### src/rtl/tx_sched_pkg.sv
// Shared source indices, FSM encoding and frame sizing for the UART TX scheduler.
// TX_CHECKSUM_EN widens each frame by one XOR checksum byte.
package tx_sched_pkg;

  localparam int NUM_SRC = 3;

  localparam logic [1:0] SRC_RF  = 2'd0;
  localparam logic [1:0] SRC_ALU = 2'd1;
  localparam logic [1:0] SRC_ERR = 2'd2;

  typedef enum logic [1:0] {
    IDLE      = 2'd0,
    SEND      = 2'd1,
    WAIT_DONE = 2'd2
  } state_t;

`ifdef TX_CHECKSUM_EN
  localparam int MAX_FRAME_BYTES = 3;
`else
  localparam int MAX_FRAME_BYTES = 2;
`endif

  localparam int IDX_W = $clog2(MAX_FRAME_BYTES);

  // Successor of a source in the RF -> ALU -> ERR -> RF ring.
  function automatic logic [1:0] rr_next(input logic [1:0] src);
    return (src == SRC_ERR) ? SRC_RF : src + 2'd1;
  endfunction

endpackage

### src/rtl/tx_rr_arbiter.sv
// Three-way round-robin arbiter: search starts at the pointer, which moves one
// past the winner whenever a grant is actually issued.
module tx_rr_arbiter
  import tx_sched_pkg::*;
(
  input  logic               clk,
  input  logic               rst,
  input  logic [NUM_SRC-1:0] pending,
  input  logic               grant_en,
  output logic [NUM_SRC-1:0] grant
);

  logic [1:0] ptr;
  logic [1:0] ptr_next;
  logic [1:0] cand;
  logic [1:0] win;
  logic       found;

  always_comb begin
    grant    = '0;
    win      = ptr;
    found    = 1'b0;
    cand     = ptr;
    for (int i = 0; i < NUM_SRC; i++) begin
      if (!found && pending[cand]) begin
        found = 1'b1;
        win   = cand;
      end
      cand = rr_next(cand);
    end
    if (grant_en && found) begin
      grant[win] = 1'b1;
    end
    ptr_next = (grant_en && found) ? rr_next(win) : ptr;
  end

  always_ff @(posedge clk or negedge rst) begin
    if (!rst) begin
      ptr <= SRC_RF;
    end else begin
      ptr <= ptr_next;
    end
  end

endmodule

### src/rtl/uart_tx_scheduler.sv
// Shares one UART TX serializer among RF, ALU and error frame sources.
// Define TX_CHECKSUM_EN to append an XOR checksum byte to every frame.
module uart_tx_scheduler
  import tx_sched_pkg::*;
#(
  parameter int DATA_W      = 8,
  parameter int ACK_TIMEOUT = 255,
  parameter int TO_W        = 8
) (
  input  logic                clk,
  input  logic                rst,
  input  logic                rf_req,
  input  logic [DATA_W-1:0]   rf_data,
  input  logic                alu_req,
  input  logic [2*DATA_W-1:0] alu_data,
  input  logic                err_req,
  input  logic [DATA_W-1:0]   err_data,
  input  logic                clr_ovf,
  input  logic                uart_busy,
  output logic [DATA_W-1:0]   tx_p_data,
  output logic                tx_valid,
  output logic                frame_done,
  output logic                tx_timeout,
  output logic [2:0]          ovf,
  output logic                sched_busy
);

  localparam logic [TO_W-1:0] TO_LAST = TO_W'(ACK_TIMEOUT - 1);
  localparam logic [TO_W-1:0] TO_MAX  = '1;

  state_t state;
  state_t state_next;

  logic                  rf_pend, alu_pend, err_pend;
  logic [DATA_W-1:0]     rf_slot, err_slot;
  logic [2*DATA_W-1:0]   alu_slot;
  logic [NUM_SRC-1:0]    pending, grant, drop;
  logic                  grant_en;

  logic [MAX_FRAME_BYTES-1:0][DATA_W-1:0] frame_buf, load_buf;
  logic [IDX_W-1:0]      frame_last, load_last, idx;
  logic [TO_W-1:0]       to_cnt;
  logic                  done_next, timeout_next;

  assign pending    = {err_pend, alu_pend, rf_pend};
  assign grant_en   = (state == IDLE);
  assign sched_busy = (state != IDLE);

  tx_rr_arbiter u_arb (
    .clk      (clk),
    .rst      (rst),
    .pending  (pending),
    .grant_en (grant_en),
    .grant    (grant)
  );

  // A full slot only accepts a new request in the cycle it is being granted.
  assign drop = {err_req & err_pend & ~grant[SRC_ERR],
                 alu_req & alu_pend & ~grant[SRC_ALU],
                 rf_req  & rf_pend  & ~grant[SRC_RF]};

  always_ff @(posedge clk or negedge rst) begin
    if (!rst) begin
      rf_pend  <= 1'b0;
      alu_pend <= 1'b0;
      err_pend <= 1'b0;
      rf_slot  <= '0;
      alu_slot <= '0;
      err_slot <= '0;
      ovf      <= '0;
    end else begin
      if (rf_req && (!rf_pend || grant[SRC_RF])) begin
        rf_pend <= 1'b1;
        rf_slot <= rf_data;
      end else if (grant[SRC_RF]) begin
        rf_pend <= 1'b0;
      end
      if (alu_req && (!alu_pend || grant[SRC_ALU])) begin
        alu_pend <= 1'b1;
        alu_slot <= alu_data;
      end else if (grant[SRC_ALU]) begin
        alu_pend <= 1'b0;
      end
      if (err_req && (!err_pend || grant[SRC_ERR])) begin
        err_pend <= 1'b1;
        err_slot <= err_data;
      end else if (grant[SRC_ERR]) begin
        err_pend <= 1'b0;
      end
      ovf <= drop | (ovf & ~{NUM_SRC{clr_ovf}});
    end
  end

  // Frame image for the granted source; ALU goes out low byte first.
  always_comb begin
    load_buf  = '0;
    load_last = '0;
    if (grant[SRC_ALU]) begin
      load_buf[0] = alu_slot[DATA_W-1:0];
      load_buf[1] = alu_slot[2*DATA_W-1:DATA_W];
      load_last   = IDX_W'(1);
    end else if (grant[SRC_ERR]) begin
      load_buf[0] = err_slot;
    end else begin
      load_buf[0] = rf_slot;
    end
`ifdef TX_CHECKSUM_EN
    load_last           = load_last + IDX_W'(1);
    load_buf[load_last] = load_buf[0] ^ load_buf[1];
`endif
  end

  always_ff @(posedge clk or negedge rst) begin
    if (!rst) begin
      state <= IDLE;
    end else begin
      state <= state_next;
    end
  end

  always_comb begin
    state_next   = state;
    tx_valid     = 1'b0;
    tx_p_data    = '0;
    done_next    = 1'b0;
    timeout_next = 1'b0;
    case (state)
      IDLE: begin
        if (|pending) begin
          state_next = SEND;
        end
      end
      SEND: begin
        tx_valid  = 1'b1;
        tx_p_data = frame_buf[idx];
        if (uart_busy) begin
          state_next = WAIT_DONE;
        end else if ((ACK_TIMEOUT != 0) && (to_cnt == TO_LAST)) begin
          state_next   = IDLE;
          timeout_next = 1'b1;
        end
      end
      WAIT_DONE: begin
        if (!uart_busy) begin
          if (idx == frame_last) begin
            state_next = IDLE;
            done_next  = 1'b1;
          end else begin
            state_next = SEND;
          end
        end
      end
      default: state_next = IDLE;
    endcase
  end

  // Frame bookkeeping and the saturating acknowledge timer.
  always_ff @(posedge clk or negedge rst) begin
    if (!rst) begin
      frame_buf  <= '0;
      frame_last <= '0;
      idx        <= '0;
      to_cnt     <= '0;
      frame_done <= 1'b0;
      tx_timeout <= 1'b0;
    end else begin
      frame_done <= done_next;
      tx_timeout <= timeout_next;
      if (|grant) begin
        frame_buf  <= load_buf;
        frame_last <= load_last;
        idx        <= '0;
      end else if (state == WAIT_DONE && state_next == SEND) begin
        idx <= idx + IDX_W'(1);
      end
      if (state_next == SEND && state != SEND) begin
        to_cnt <= '0;
      end else if (state == SEND && to_cnt != TO_MAX) begin
        to_cnt <= to_cnt + TO_W'(1);
      end
    end
  end

endmodule

### config.mk
export PLATFORM = sky130hd
export DESIGN_NAME = uart_tx_scheduler
export DESIGN_NICKNAME = d
export VERILOG_FILES = /design/src/rtl/tx_sched_pkg.sv /design/src/rtl/tx_rr_arbiter.sv /design/src/rtl/uart_tx_scheduler.sv
export SDC_FILE = /design/constraint.sdc
export NUM_CORES = 1
export LEC_CHECK = 0
export BUFFER_PORTS_ARGS = -buffer_cell sky130_fd_sc_hd__buf_2
export CORE_ASPECT_RATIO = 0.9
export CORE_MARGIN = 2
export CORE_UTILIZATION = 50
export DETAILED_ROUTE_END_ITERATION = 16
export PLACE_DENSITY = 0.8
export RECOVER_POWER = 50
export SLEW_MARGIN = 10
export SYNTH_ARGS = -nofsm -noshare
export SYNTH_HDL_FRONTEND = slang
export SYNTH_SLANG_ARGS = --single-unit
### constraint.sdc
create_clock -name clk -period 2 [get_ports clk]
set_clock_uncertainty 0.2 [all_clocks]
set_input_delay 0.1 -clock clk [delete_from_list [all_inputs] [get_ports clk]]
set_output_delay 0.1 -clock clk [all_outputs]
set_load 0.02 [all_outputs]
# ---- Yosys cells after proc, flatten, opt, wreduce, memory -nomap -nowiden
# Cells that the tools add are included.
dict set report word_totals {
  ff_bits 70
  out_inout_bits 15
  word_cells 123
}
dict set report classes {
  n_addsub 5
  order_cmp 6
  eq_ne 10
  mux 47
  bitwise_logic 12
  reduce_logical 27
}
# operator n
set op_table {}
lappend op_table {{$mux 8} 8}
lappend op_table {{$mux 1} 24}
lappend op_table {{$mux 2} 9}
lappend op_table {{$lt 2x3->1 const B} 4}
lappend op_table {{$reduce_bool 2->1} 6}
lappend op_table {{$logic_and 1x1->1} 10}
lappend op_table {{$add 8x1->8 const B} 1}
lappend op_table {{$eq 2x2->1 const B} 4}
lappend op_table {{$eq 8x8->1 const B} 1}
lappend op_table {{$ne 8x8->1 const B} 1}
lappend op_table {{$add 2x1->2 const B} 3}
lappend op_table {{$and 1x1->1} 6}
lappend op_table {{$bmux 1 s2} 3}
lappend op_table {{$pmux 2 s3} 1}
lappend op_table {{$reduce_or 3->1} 2}
lappend op_table {{$logic_not 1->1} 5}
lappend op_table {{$eq 2x1->1 const B} 2}
lappend op_table {{$and 3x3->3} 1}
lappend op_table {{$logic_or 1x1->1} 3}
lappend op_table {{$mux 3} 1}
lappend op_table {{$not 1->1} 3}
lappend op_table {{$not 3->3} 1}
lappend op_table {{$or 3x3->3} 1}
lappend op_table {{$demux 1 s2} 1}
lappend op_table {{other kinds (6)} 6}

# ---- Logic depth before layout (Yosys ltp)
dict set report logic_depth {
  ltp_word 17
  ltp_mapped 8
}

# ---- Modules after synthesis
# From an unflattened synthesis, not the netlist that was laid out.
dict set report unflattened {
  cells_unflattened 272
  area_unflattened_um2 3131.8
}
# module n_inst cells_each area_per_inst_um2 seq_area_each_um2
set modules_own_cells {}
lappend modules_own_cells {uart_tx_scheduler 1 247 2956.6 1701.6}
lappend modules_own_cells {tx_rr_arbiter 1 25 175.2 50.0}

# ---- Worst setup path before layout
# No wires, ideal clock.
dict set report synth_path {
  path_type {register to register}
  start {register err_pend}
  end {register err_slot[0]}
  arrival_time_ns 1.855
  required_ns 1.673
  slack_ns -0.183
  path_stages_with_launch 9
  path_buffers 2
  synth_period_minus_slack_ns 2.183
  cell_sequence {dfrtp_1 > a21boi_1 > o31a_1 > buf_2 > and3_1 > buf_2 > a21o_4 > nand2_8 > mux2_1}
}
dict set report synth_via {
  elab_chain_cells 16
  elab_cells_between_ends 25
}
# item line_no
set synth_lines {}
lappend synth_lines {{from (decl)} uart_tx_scheduler.sv:34} ;# logic rf_pend, alu_pend, err_pend;
lappend synth_lines {{from (signal assigned)} uart_tx_scheduler.sv:66} ;# err_pend <= 1'b0;
lappend synth_lines {{from (signal assigned)} uart_tx_scheduler.sv:85} ;# err_pend <= 1'b1;
lappend synth_lines {{from (signal assigned)} uart_tx_scheduler.sv:88} ;# err_pend <= 1'b0;
lappend synth_lines {{$bmux 1 s2} tx_rr_arbiter.sv:25} ;# if (!found && pending[cand]) begin
lappend synth_lines {{$mux 1 (not written as such)} tx_rr_arbiter.sv:25}
lappend synth_lines {{$mux 1} tx_rr_arbiter.sv:25}
lappend synth_lines {{$logic_not 1->1} tx_rr_arbiter.sv:25}
lappend synth_lines {{$logic_and 1x1->1} tx_rr_arbiter.sv:25}
lappend synth_lines {{$mux 1} tx_rr_arbiter.sv:25}
lappend synth_lines {{$logic_not 1->1} tx_rr_arbiter.sv:25}
lappend synth_lines {{$logic_and 1x1->1} tx_rr_arbiter.sv:25}
lappend synth_lines {{$mux 2} tx_rr_arbiter.sv:25}
lappend synth_lines {{$lt 2x3->1 (not written as such) / $ge 2x1->1 (equally long branches)} tx_rr_arbiter.sv:32} ;# grant[win] = 1'b1;
lappend synth_lines {{$logic_and 1x1->1 (not written as such)} tx_rr_arbiter.sv:32}
lappend synth_lines {{$mux 1 (not written as such)} tx_rr_arbiter.sv:32}
lappend synth_lines {{$demux 1 s2} --}
lappend synth_lines {{$mux 3} tx_rr_arbiter.sv:31} ;# if (grant_en && found) begin
lappend synth_lines {{$logic_or 1x1->1 (*)} uart_tx_scheduler.sv:84} ;# if (err_req && (!err_pend || grant[SRC_ERR])) begin
lappend synth_lines {{$logic_and 1x1->1 (*)} uart_tx_scheduler.sv:84}
lappend synth_lines {{to (signal assigned)} uart_tx_scheduler.sv:86} ;# err_slot <= err_data;
lappend synth_lines {{to (decl)} uart_tx_scheduler.sv:35} ;# logic [DATA_W-1:0] rf_slot, err_slot;
# Every way passes the cells marked *; elsewhere a longest branch is shown, timed or not. The select of a mux whose other input is x is not followed.
# A chain may end at the register's enable or synchronous reset.

# ---- Final worst setup path
dict set report layout_path {
  start {register u_arb.ptr[1]}
  end {register alu_slot[5]}
}
dict set report layout_via {
  elab_chain_cells 16
  elab_cells_between_ends 30
}
# item line_no
set layout_lines {}
lappend layout_lines {{from (decl)} tx_rr_arbiter.sv:13} ;# logic [1:0] ptr;
lappend layout_lines {{from (signal assigned)} tx_rr_arbiter.sv:41} ;# ptr <= ptr_next;
lappend layout_lines {{branches (longest 13 deep; another with $lt 2x3->1)} --}
lappend layout_lines {{$mux 3 (*)} tx_rr_arbiter.sv:31}
lappend layout_lines {{$logic_or 1x1->1 (*)} uart_tx_scheduler.sv:78} ;# if (alu_req && (!alu_pend || grant[SRC_ALU])) begin
lappend layout_lines {{$logic_and 1x1->1 (*)} uart_tx_scheduler.sv:78}
lappend layout_lines {{to (signal assigned)} uart_tx_scheduler.sv:80} ;# alu_slot <= alu_data;
lappend layout_lines {{to (decl)} uart_tx_scheduler.sv:36} ;# logic [2*DATA_W-1:0] alu_slot;
# Mark *: on every way between the ends. The select of a mux whose other input is x is not followed.

==> impl_metrics.env <==
export IMPL_status="complete, but fails checks"
export IMPL_violations="setup timing"
export IMPL_area_growth_pct=42.10
export IMPL_finalWorstSetupSlack_ns=-0.1171
export IMPL_synth_adder_area_share_pct=0.7803
export IMPL_fp_row_count=27
export IMPL_grt_pass1_wl_mm=12.80
export IMPL_swShare_pct=37.32
export IMPL_first_global_vias=2640
export IMPL_clock_sinks=70
export IMPL_drcViolationCount=0
export IMPL_finalCriticalPeriod_ns=2.117
export IMPL_arrival_ns=2.15
export IMPL_tightest_slew_ns=1.052
export IMPL_drt_initial_drc_count=178
export IMPL_yosysSeqAreaShare_pct=54.62
export IMPL_dr_total_vias=2555
export IMPL_drt_antenna_violating_nets=0
export IMPL_cts_max_path_buffers=2
export IMPL_synth_compound_area_share_pct=10.53
export IMPL_layout_common_cells="dfrtp_1 (67), buf_2 (52), dlygate4sd3_1 (38), nor2_1 (32), buf_4 (31)"
export IMPL_diodes=0
export IMPL_power_density_mw_per_mm2=1655
export IMPL_hold_class="in2async"
export IMPL_synth_top_family_by_area="multiplexers"
export IMPL_drive_gt1_share_pct=39.30
export IMPL_cp_start_kind="register"
export IMPL_power_switching_uw=2815
export IMPL_post_route_period_util_pct=105.9
export IMPL_drt_first_pass_iters=4
export IMPL_drv_slew=0
export IMPL_cts_buffers=9
export IMPL_synthArstFlopShare_pct=100.0
export IMPL_endpoint_kind="register"
export IMPL_combPwrFrac_pct=50.0
export IMPL_grt_max_degree=43
export IMPL_vdd_drop_max_uv=828.5
export IMPL_cp_required_ns=2.03
export IMPL_cap_violations=0
export IMPL_drt_total_wl_mm=8.111
export IMPL_wl_per_cell_um=16.59
export IMPL_gp_congestion=0.7728
export IMPL_core_sq_mm=0.006148
export IMPL_clock_latency_ns=0.34
export IMPL_slew_headroom_pct=29.86
export IMPL_clockRootBuffer="clkbuf_8"
export IMPL_synth_warnings=0
export IMPL_fmax_mhz=472.4
export IMPL_seq_power_share_pct=32.6
export IMPL_placement_io_buffers=53
export IMPL_viasPerCell=5.225
export IMPL_final_area_sq_mm=0.004557
export IMPL_hold_violations=0
export IMPL_synth_nets=307
export IMPL_cts_tree="yes"
export IMPL_die_area_sq_mm=0.007071
export IMPL_die_height_um=79.98
export IMPL_antenna_found_initial=0
export IMPL_h_tree_depth=3
export IMPL_synth_cell_types=48
export IMPL_p_int_uw=4729
export IMPL_initial_core_util_pct=52.16
export IMPL_rsz0062_at_grt="yes"
export IMPL_p_total_uw=7544
export IMPL_synth_avg_cell_area_sq_um=12.06
export IMPL_synthSimpleGateAreaFrac_pct=11.16
export IMPL_fin_nets=438
export IMPL_hpwl_mm=4.758
export IMPL_synth_xor_area_share_pct=2.458
export IMPL_final_common_cell="dfrtp_1"
export IMPL_grt_use_total_pct=23.92
export IMPL_crit_path_max_fanout=8
export IMPL_path_class="reg2reg"
export IMPL_fin_setup_tns_ns=-2.157
export IMPL_netlist_area_sq_mm=0.003207
export IMPL_dieWidth_um=88.42
export IMPL_ys_ff_latch=70
export IMPL_synth_edf_count=0
export IMPL_fillers=414
export IMPL_syn_inst=266
export IMPL_ys_flop_type="dfrtp_1"
export IMPL_ioPinCount=54
export IMPL_final_util_pct=74.11
export IMPL_clkTransAtPathRegs_ns=0.08
export IMPL_yosys_mux_area_fraction_pct=17.09
export IMPL_pwr_share_clk_pct=17.4
export IMPL_setup_violations=30
export IMPL_leakage_uw=0.002187
export IMPL_placed_cell_area_sq_mm=0.003707
export IMPL_globalRouteOverflowTotal=0
[layout make-up]
type	count	area (sq um)	share of cell area [%]
clock inverter	5	81.33	1.785
tap	87	108.9	2.389
timing repair buffer	129	955.9	20.98
multi-input combinational	173	1451	31.85
sequential	70	1755	38.52
inverter	14	52.55	1.153
clock buffer	11	151.4	3.322
[cell families (layout without fill, tap and decap cells)]
kind of cell / after synthesis / count (layout)
AO/OA/AOI/OAI: 42 / 42
XOR/XNOR: 9 / 9
adder cells (fa/ha/maj): 2 / 2
buffers and inverters: 24 / 159
flip-flops: 70 / 70
multiplexers: 47 / 47
AND/OR/NAND/NOR: 72 / 73
[worst paths after layout]
check                                   from             to  slack (ns)  cells after the start
worst max-delay path            u_arb.ptr[1]    alu_slot[5]       -0.12                      7
worst min-delay path                     rst    err_slot[3]        0.26                      3
worst max register to register  u_arb.ptr[1]    alu_slot[5]       -0.12                      7
worst min register to register  alu_slot[15]  frame_buf[15]        0.30                      1
max in group asynchronous                rst       alu_pend        0.48                      3
min in group clk                alu_slot[15]  frame_buf[15]        0.30                      1
[metal layers]
metal  GRT usage (%)  part of all wire, %  vias to the layer above
met4           7.576                  1.3                        0
met2           39.10                   50                       88
met5               0                    0                        -
met3           5.791                  5.1                       20
met1           31.41                   43                     1241
li1                -                    -                     1206
[repair_timing]
action | in CTS | in global routing
endpoints found under the setup margin | 48 | 48
resized for setup | 8 | 22
hold buffers | 38 | 0
hold endpoints to repair | 113 | 0
cloned | 1 | 0
pin swaps | 4 | 6
buffers inserted | 5 | 9
[stage by stage]
step | hold slack [ns] | std cells | worst slack [ns]
2_1_floorplan | -0.3956 | 266 | -0.1277
3_3_place_gp | -0.05094 | 420 | -0.05029
3_5_place_dp | -0.04618 | 420 | -0.1322
4_1_cts | 0.1145 | 480 | -0.07289
5_1_grt | 0.3222 | 489 | -0.1638
6_report | 0.2580 | 489 | -0.1171
[registers in the layout, summed over array words and instances, names as in the netlist]
register    flops
alu_slot       16
u_arb.ptr       2
err_pend        1
to_cnt          8
idx             1
rf_slot         8
frame_last      1
frame_done      1
rf_pend         1
ovf             3
frame_buf      16
tx_timeout      1
alu_pend        1
state           2
err_slot        8
[synth_stat cells (2+ instances only)]
cell	n	area, sq um
mux2_4	10	150.1
a21o_1	2	15.01
inv_1	14	52.55
nor4_1	6	37.54
clkbuf_1	3	11.26
a22o_1	9	78.83
o22ai_1	5	31.28
and3_1	2	12.51
xnor2_1	5	43.79
nand2b_1	4	25.02
a211oi_1	7	52.55
nand3_1	3	15.01
buf_2	5	25.02
mux2i_1	15	150.1
dfrtp_1	70	1752
mux2_2	14	157.7
mux2_1	8	90.09
ha_1	2	25.02
xor2_1	4	35.03
o21ai_0	5	25.02
nand2_1	15	56.30
nor2_1	32	120.1
[worst max-delay path, stage by stage (launching register included)]
cell and delay (ns):
dfrtp_2 0.46, and3b_2 0.28, a31oi_4 0.04, and2_4 0.17, o31ai_4 0.30, buf_6 0.17, nand2_8 0.08, mux2_4 0.31
[power groups by stage]
stage          sequential (uW)  combinational (uW)  clock, uW
2_1_floorplan             2350                2180          0
3_3_place_gp              2390                2930          0
3_5_place_dp              2430                3030          0
4_1_cts                   2410                3250       1320
5_1_grt                   2520                4030       1400
6_report                  2460                3770       1310
Note: power is estimated with default switching activity, not from simulation.
